<file path="config.mk">
export PLATFORM = sky130hd
export DESIGN_NAME = shiftreg_reader
export DESIGN_NICKNAME = d
export VERILOG_FILES = /design/src/rtl/shiftreg_reader.sv
export SDC_FILE = /design/constraint.sdc
export NUM_CORES = 1
export LEC_CHECK = 0
export ABC_AREA = 1
export CAP_MARGIN = 20
export CORE_MARGIN = 2
export CORE_UTILIZATION = 54
export CTS_CLUSTER_SIZE = 16
export DETAILED_ROUTE_END_ITERATION = 16
export GPL_TIMING_DRIVEN = 0
export PLACE_DENSITY = 0.78
export SLEW_MARGIN = 10
export SYNTH_ARGS = -nofsm -noshare
export SYNTH_HDL_FRONTEND = slang
export SYNTH_SLANG_ARGS = --single-unit
</file>
<file path="constraint.sdc">
create_clock -name i_clk -period 1.6 [get_ports i_clk]
set_input_delay 0.32 -clock i_clk [delete_from_list [all_inputs] [get_ports i_clk]]
set_output_delay 0.32 -clock i_clk [all_outputs]
set_load 0.02 [all_outputs]
</file>
<file path="src/rtl/shiftreg_reader.sv">
// 74HC165 parallel-in/serial-out reader: pulses SH/LD, clocks WIDTH bits in on QH,
// then presents them as a parallel word with a one-cycle o_Valid strobe.
module shiftreg_reader #(
  parameter int WIDTH   = 8,
  parameter int CLK_DIV = 2
) (
  input  logic             i_clk,
  input  logic             i_rst_n,
  input  logic             i_Start,
  input  logic             i_QH,
  output logic             o_Ready,
  output logic             o_Valid,
  output logic [WIDTH-1:0] o_Data,
  output logic             o_SH_LD,
  output logic             o_CLK
);

  localparam int BW = $clog2(WIDTH) + 1;
  localparam int DW = $clog2(CLK_DIV) + 1;
  localparam logic [BW-1:0] BIT_LAST = BW'(WIDTH - 1);
  localparam logic [DW-1:0] DIV_LAST = DW'(CLK_DIV - 1);

  typedef enum logic [2:0] {
    S_IDLE,
    S_LOAD,
    S_SETTLE,
    S_SAMPLE,
    S_CLK_HI,
    S_CLK_LO,
    S_DONE
  } state_t;

  state_t           state_q, state_d;
  logic [BW-1:0]    bitcnt_q, bitcnt_d;
  logic [DW-1:0]    divcnt_q, divcnt_d;
  logic [WIDTH-1:0] shreg_q, shreg_d;
  logic [WIDTH-1:0] data_q, data_d;
  logic             ready_q, ready_d;
  logic             valid_q, valid_d;
  logic             sh_ld_q, sh_ld_d;
  logic             clk_q, clk_d;

  always_comb begin
    state_d  = state_q;
    bitcnt_d = bitcnt_q;
    divcnt_d = divcnt_q;
    shreg_d  = shreg_q;
    data_d   = data_q;
    ready_d  = ready_q;
    valid_d  = 1'b0;
    sh_ld_d  = sh_ld_q;
    clk_d    = clk_q;

    case (state_q)
      S_IDLE: begin
        if (i_Start && ready_q) begin
          state_d  = S_LOAD;
          sh_ld_d  = 1'b0;
          ready_d  = 1'b0;
          bitcnt_d = '0;
          divcnt_d = '0;
        end
      end
      S_LOAD: begin
        if (divcnt_q == DIV_LAST) begin
          divcnt_d = '0;
          sh_ld_d  = 1'b1;
          state_d  = S_SETTLE;
        end else begin
          divcnt_d = divcnt_q + DW'(1);
        end
      end
      S_SETTLE: begin
        if (divcnt_q == DIV_LAST) begin
          divcnt_d = '0;
          state_d  = S_SAMPLE;
        end else begin
          divcnt_d = divcnt_q + DW'(1);
        end
      end
      // The last bit is sampled without a following CLK pulse, giving WIDTH-1 pulses total.
      S_SAMPLE: begin
        shreg_d = {shreg_q[WIDTH-2:0], i_QH};
        if (bitcnt_q == BIT_LAST) begin
          state_d = S_DONE;
        end else begin
          bitcnt_d = bitcnt_q + BW'(1);
          clk_d    = 1'b1;
          state_d  = S_CLK_HI;
        end
      end
      S_CLK_HI: begin
        if (divcnt_q == DIV_LAST) begin
          divcnt_d = '0;
          clk_d    = 1'b0;
          state_d  = S_CLK_LO;
        end else begin
          divcnt_d = divcnt_q + DW'(1);
        end
      end
      S_CLK_LO: begin
        if (divcnt_q == DIV_LAST) begin
          divcnt_d = '0;
          state_d  = S_SAMPLE;
        end else begin
          divcnt_d = divcnt_q + DW'(1);
        end
      end
      S_DONE: begin
        data_d  = shreg_q;
        valid_d = 1'b1;
        ready_d = 1'b1;
        state_d = S_IDLE;
      end
      default: state_d = S_IDLE;
    endcase
  end

  always_ff @(posedge i_clk or negedge i_rst_n) begin
    if (!i_rst_n) begin
      state_q  <= S_IDLE;
      bitcnt_q <= '0;
      divcnt_q <= '0;
      shreg_q  <= '0;
      data_q   <= '0;
      ready_q  <= 1'b1;
      valid_q  <= 1'b0;
      sh_ld_q  <= 1'b1;
      clk_q    <= 1'b0;
    end else begin
      state_q  <= state_d;
      bitcnt_q <= bitcnt_d;
      divcnt_q <= divcnt_d;
      shreg_q  <= shreg_d;
      data_q   <= data_d;
      ready_q  <= ready_d;
      valid_q  <= valid_d;
      sh_ld_q  <= sh_ld_d;
      clk_q    <= clk_d;
    end
  end

  assign o_Ready = ready_q;
  assign o_Valid = valid_q;
  assign o_Data  = data_q;
  assign o_SH_LD = sh_ld_q;
  assign o_CLK   = clk_q;

endmodule

</file>
# Word level (Yosys, flattened, before mapping)
# Cells that the tools add are included.
[word_totals]
ff_bits = 29
in_bits = 4
output_inout_bits = 12
elab_cells = 59
[op_classes]
add_sub_neg = 2
eq_ne = 13
n_mux = 20
reduce_logical = 15
[op_table]
columns = ["operator", "n"]
rows = [
  ["$pmux W3 S5", 1],
  ["$mux W3", 4],
  ["$reduce_bool A2 Y1", 5],
  ["$eq A3 B3 Y1 const B", 3],
  ["$reduce_and A3 Y1", 3],
  ["$mux W4", 2],
  ["$ne A2 B2 Y1 const B", 4],
  ["$pmux W4 S2", 1],
  ["$eq A3 B2 Y1 const B", 2],
  ["$mux W2", 3],
  ["$pmux W1 S2", 3],
  ["$mux W1", 5],
  ["$add A4 B1 Y4 const B", 1],
  ["$eq A4 B3 Y1 const B", 1],
  ["$pmux W2 S2", 1],
  ["$reduce_and A2 Y1", 2],
  ["$reduce_and A4 Y1", 1],
  ["$reduce_or A4 Y1", 1],
  ["$eq A3 B1 Y1 const B", 1],
  ["$logic_not A3 Y1", 1],
  ["$add A2 B1 Y2 const B", 1],
  ["$eq A2 B1 Y1 const B", 1],
  ["$ne A2 B1 Y1 const B", 1],
  ["$reduce_or A2 Y1", 1],
  ["$logic_and A1 B1 Y1", 1],
]

# Depth between registers and ports, before layout
[logic_depth]
ltp_word = 4
mapped_depth = 8
ltp_nobuf = 7

# Worst setup path before layout
# OpenSTA, ideal clock, no wires.
[synth_timing]
path_kind = "reg2reg"
start = "reg ready_q (netlist: o_Ready)"
end = "reg bitcnt_q[3]"
arrival_ns = 1.095
path_slack_ns = 0.387
stages_incl_launch_ff = 8
period_less_slack_ns = 1.213
path_cell_list = "dfstp_2 > nand2_1 > inv_1 > nand3_1 > nand2_1 > nand2_2 > nand2_1 > nand2_1"
[synth_via]
elab_chain_len = 3
[synth_lines]
columns = ["element", "line", "source"]
rows = [
  ["start, declared", "38", "logic ready_q, ready_d;"],
  ["start signal, assigned", "136", "ready_q <= ready_d;"],
  ["$logic_and A1 B1 Y1", "56", "if (i_Start && ready_q) begin"],
  ["$ne A2 B2 Y1 (no source line)", "--", ""],
  ["$reduce_and A3 Y1 (no source line)", "--", ""],
  ["end signal, assigned", "132", "bitcnt_q <= bitcnt_d;"],
  ["end, declared", "34", "logic [BW-1:0] bitcnt_q, bitcnt_d;"],
]
# Every way passes these cells.
# A chain may end at the register's enable or synchronous reset.

# Final worst setup path
[layout_timing]
start = "reg ready_q (netlist: o_Ready)"
end = "out o_Ready"
[layout_lines]
columns = ["element", "line", "source"]
rows = [
  ["end, declared", "11", "output logic o_Ready,"],
]
# No word-level cell between the ends.

==> impl_metrics.env <==
export IMPL_status="complete, no violations"
export IMPL_power_density_nw_per_um2=1910
export IMPL_end_kind="output port"
export IMPL_critPathKind="reg2out"
export IMPL_die_area_um2=2930
export IMPL_pre_cts_ws_ps=22.8
export IMPL_post_cts_setup_buffers=0
export IMPL_drive_gt1_share_pct=15.3
export IMPL_core_rowCount=18
export IMPL_place_area_um2=1560
export IMPL_wl_um=2680
export IMPL_power_total_mw=3.06
export IMPL_cpMaxStageDelayCell="dfstp_2"
export IMPL_hold_buffers=0
export IMPL_cp_cell_sequence="dlygate4sd2_1"
export IMPL_utilization_pct=65.7
export IMPL_finClkSkew_ps=9.70
export IMPL_slew_violations=0
export IMPL_yosys_warnings=0
export IMPL_synth_cell_types=22
export IMPL_syn_to_final_growth_pct=17.7
export IMPL_grt_max_degree=20
export IMPL_core_um2=2430
export IMPL_antenna_found_initial=0
export IMPL_route_vias_total=1077
export IMPL_seq_area_um2=728
export IMPL_dr_first_iter_drc_count=31
export IMPL_grt_usage_pct=22.0
export IMPL_fin_ws_ps=78.0
export IMPL_clock_latency_ps=320
export IMPL_root_buffer="clkbuf_4"
export IMPL_seq_area_frac_synth_pct=53.6
export IMPL_place_congestion=0.822
export IMPL_drc=0
export IMPL_drtPass1Iterations=4
export IMPL_n_fill_cell=216
export IMPL_dp_hpwl_um=1940
export IMPL_multi_input_area_um2=528
export IMPL_worst_slew_pin_slew_ps=518
export IMPL_cts_tree="built"
export IMPL_ir_drop_v=0.00120
export IMPL_worst_path_buf_inv=1
export IMPL_syn_area_per_cell_um2=8.55
export IMPL_port_buffers=15
export IMPL_cp_arrival_ps=1200
export IMPL_setup_violations=0
export IMPL_cts_sinks=29
export IMPL_fin_crit_sh_pct=95.1
export IMPL_slew_headroom_pct=65.4
export IMPL_max_freq_ghz=0.657
export IMPL_critical_path_top_delay_family="flip-flops"
export IMPL_grt_pass1_wl_um=4430
export IMPL_n_antenna_cell=0
export IMPL_ios=16
export IMPL_cp_required_ps=1280
export IMPL_cpPeakStageDelay_ps=550
export IMPL_nets=187
export IMPL_syn_area_um2=1360
export IMPL_first_global_vias=1030
export IMPL_syn_nets=164
export IMPL_clock_path_buffers=2
export IMPL_die_y_um=54.2
export IMPL_syn_inst=159
export IMPL_hold_viol=0
export IMPL_hold_class="in2async"
export IMPL_p_leak_nw=0.862
export IMPL_layout_min_cycle_time_ps=1520
export IMPL_htreeDepth=2
export IMPL_start_util_pct=55.9
export IMPL_clk_pin_slew_ps=90
export IMPL_fp_dieW_um=54.2
export IMPL_ant_nets=0
export IMPL_yosys_register_bits=29
export IMPL_wl_per_cell_um=12.6
export IMPL_design_area_um2=1600
export IMPL_rsz0062_at_grt="no"
export IMPL_grt_overflow=0
export IMPL_maxCapViolations=0
export IMPL_cts_made_buffers=5
export IMPL_vias_per_cell=5.06
export IMPL_crit_fanout=3
export IMPL_startpoint_type="flop"
## final timing paths
kind | slack, ps | cells past startpoint | startpoint | end
max | 80 | 1 | o_Ready | o_Ready
min | 330 | 1 | i_rst_n | divcnt_q[0]
max reg2reg | 170 | 7 | state_q[0] | bitcnt_q[3]
min reg2reg | 480 | 2 | o_Data[7] | o_Data[7]
max in group asynchronous | 680 | 2 | i_rst_n | o_Ready
min in group i_clk | 480 | 2 | o_Data[7] | o_Data[7]
## synthesized netlist by cell type (all sizes together)
cell type | number | area share (%)
or2 | 1 | 0.46
ha | 1 | 0.92
dfrtp | 27 | 50
xor2 | 1 | 0.64
nand2 | 60 | 17
nand4 | 1 | 0.46
buf | 4 | 2.3
o21ai | 20 | 9.3
a21oi | 2 | 0.74
inv | 19 | 5.2
nand3 | 13 | 5.7
nor2 | 8 | 3.7
dfstp | 2 | 3.9
## repair_timing
action,4_1_cts,5_1_grt
pin swaps,0,0
gates resized for setup,11,1
endpoints found under the setup margin,11,1
cloned,0,0
## through the flow
step / hold slack (ps) / setup TNS, ps / std cells
finish: 330 / 0 / 213
global route: 360 / 0 / 213
CTS: 346 / 0 / 213
detailed placement: 464 / 0 / 205
global placement: 456 / -5970 / 204
floorplan: 24.4 / 0 / 159
## per-layer routing
| metal | vias to the layer above | track usage, % | routed length [um] |
|---|---|---|---|
| met1 | 498 | 26.1 | 1190 |
| met2 | 23 | 36.9 | 1330 |
| met5 | - | 0 | 0 |
| met3 | 9 | 5.83 | 111 |
| li1 | 547 | - | - |
| met4 | 0 | 10.0 | 47 |
## report_power, final
part,switching (mW),internal (mW)
clock,0.240,0.175
sequential,0.192,1.03
combinational,0.914,0.505
total,1.35,1.71
## layout by cell type (no fill, tap or decap), drive strengths merged
master / Yosys / final
nand2: 60 / 60
dfrtp: 27 / 27
o21ai: 20 / 20
inv: 19 / 19
nand3: 13 / 13
dlygate4sd2: 0 / 11
clkbuf: 0 / 8
nor2: 8 / 8
buf: 4 / 5
clkdlybuf4s50: 0 / 3
a21oi: 2 / 2
dfstp: 2 / 2
xor2: 1 / 1
or2: 1 / 1
nand4: 1 / 1
ha: 1 / 1
dlymetal6s2s: 0 / 1
## state kept, by name, summed over array words and instances, names as in the netlist
register  count
divcnt_q      2
o_Ready       1
o_Valid       1
state_q       3
shreg_q       8
bitcnt_q      4
o_SH_LD       1
o_Data        8
o_CLK         1
## layout make-up
type | instances | share of cell area [%]
Tap cell | 30 | 2.35
Timing Repair Buffer | 16 | 9.62
Multi-Input combinational cell | 107 | 33.0
Inverter | 19 | 4.46
Clock buffer | 8 | 3.05
Sequential cell | 29 | 45.5
Buffer | 4 | 1.96
## cells by family (layout without fill, tap and decap cells)
group / after synthesis / count (layout) / share of synthesized area, %
compound gates: 22 / 22 / 10.0
xor+xnor: 1 / 1 / 0.645
fa+ha+maj: 1 / 1 / 0.921
buf+inv: 23 / 47 / 7.55
flops: 29 / 29 / 53.6
simple gates: 83 / 83 / 27.3
## worst register-to-register path, stage by stage (launching register included)
cell and delay [ps]:
dfrtp_1 370, buf_4 180, nor2_4 170, nand3_1 230, nand2_1 170, nand2_2 90, nand2_1 70, nand2_1 50
Note: power is estimated with default switching activity, not from simulation.
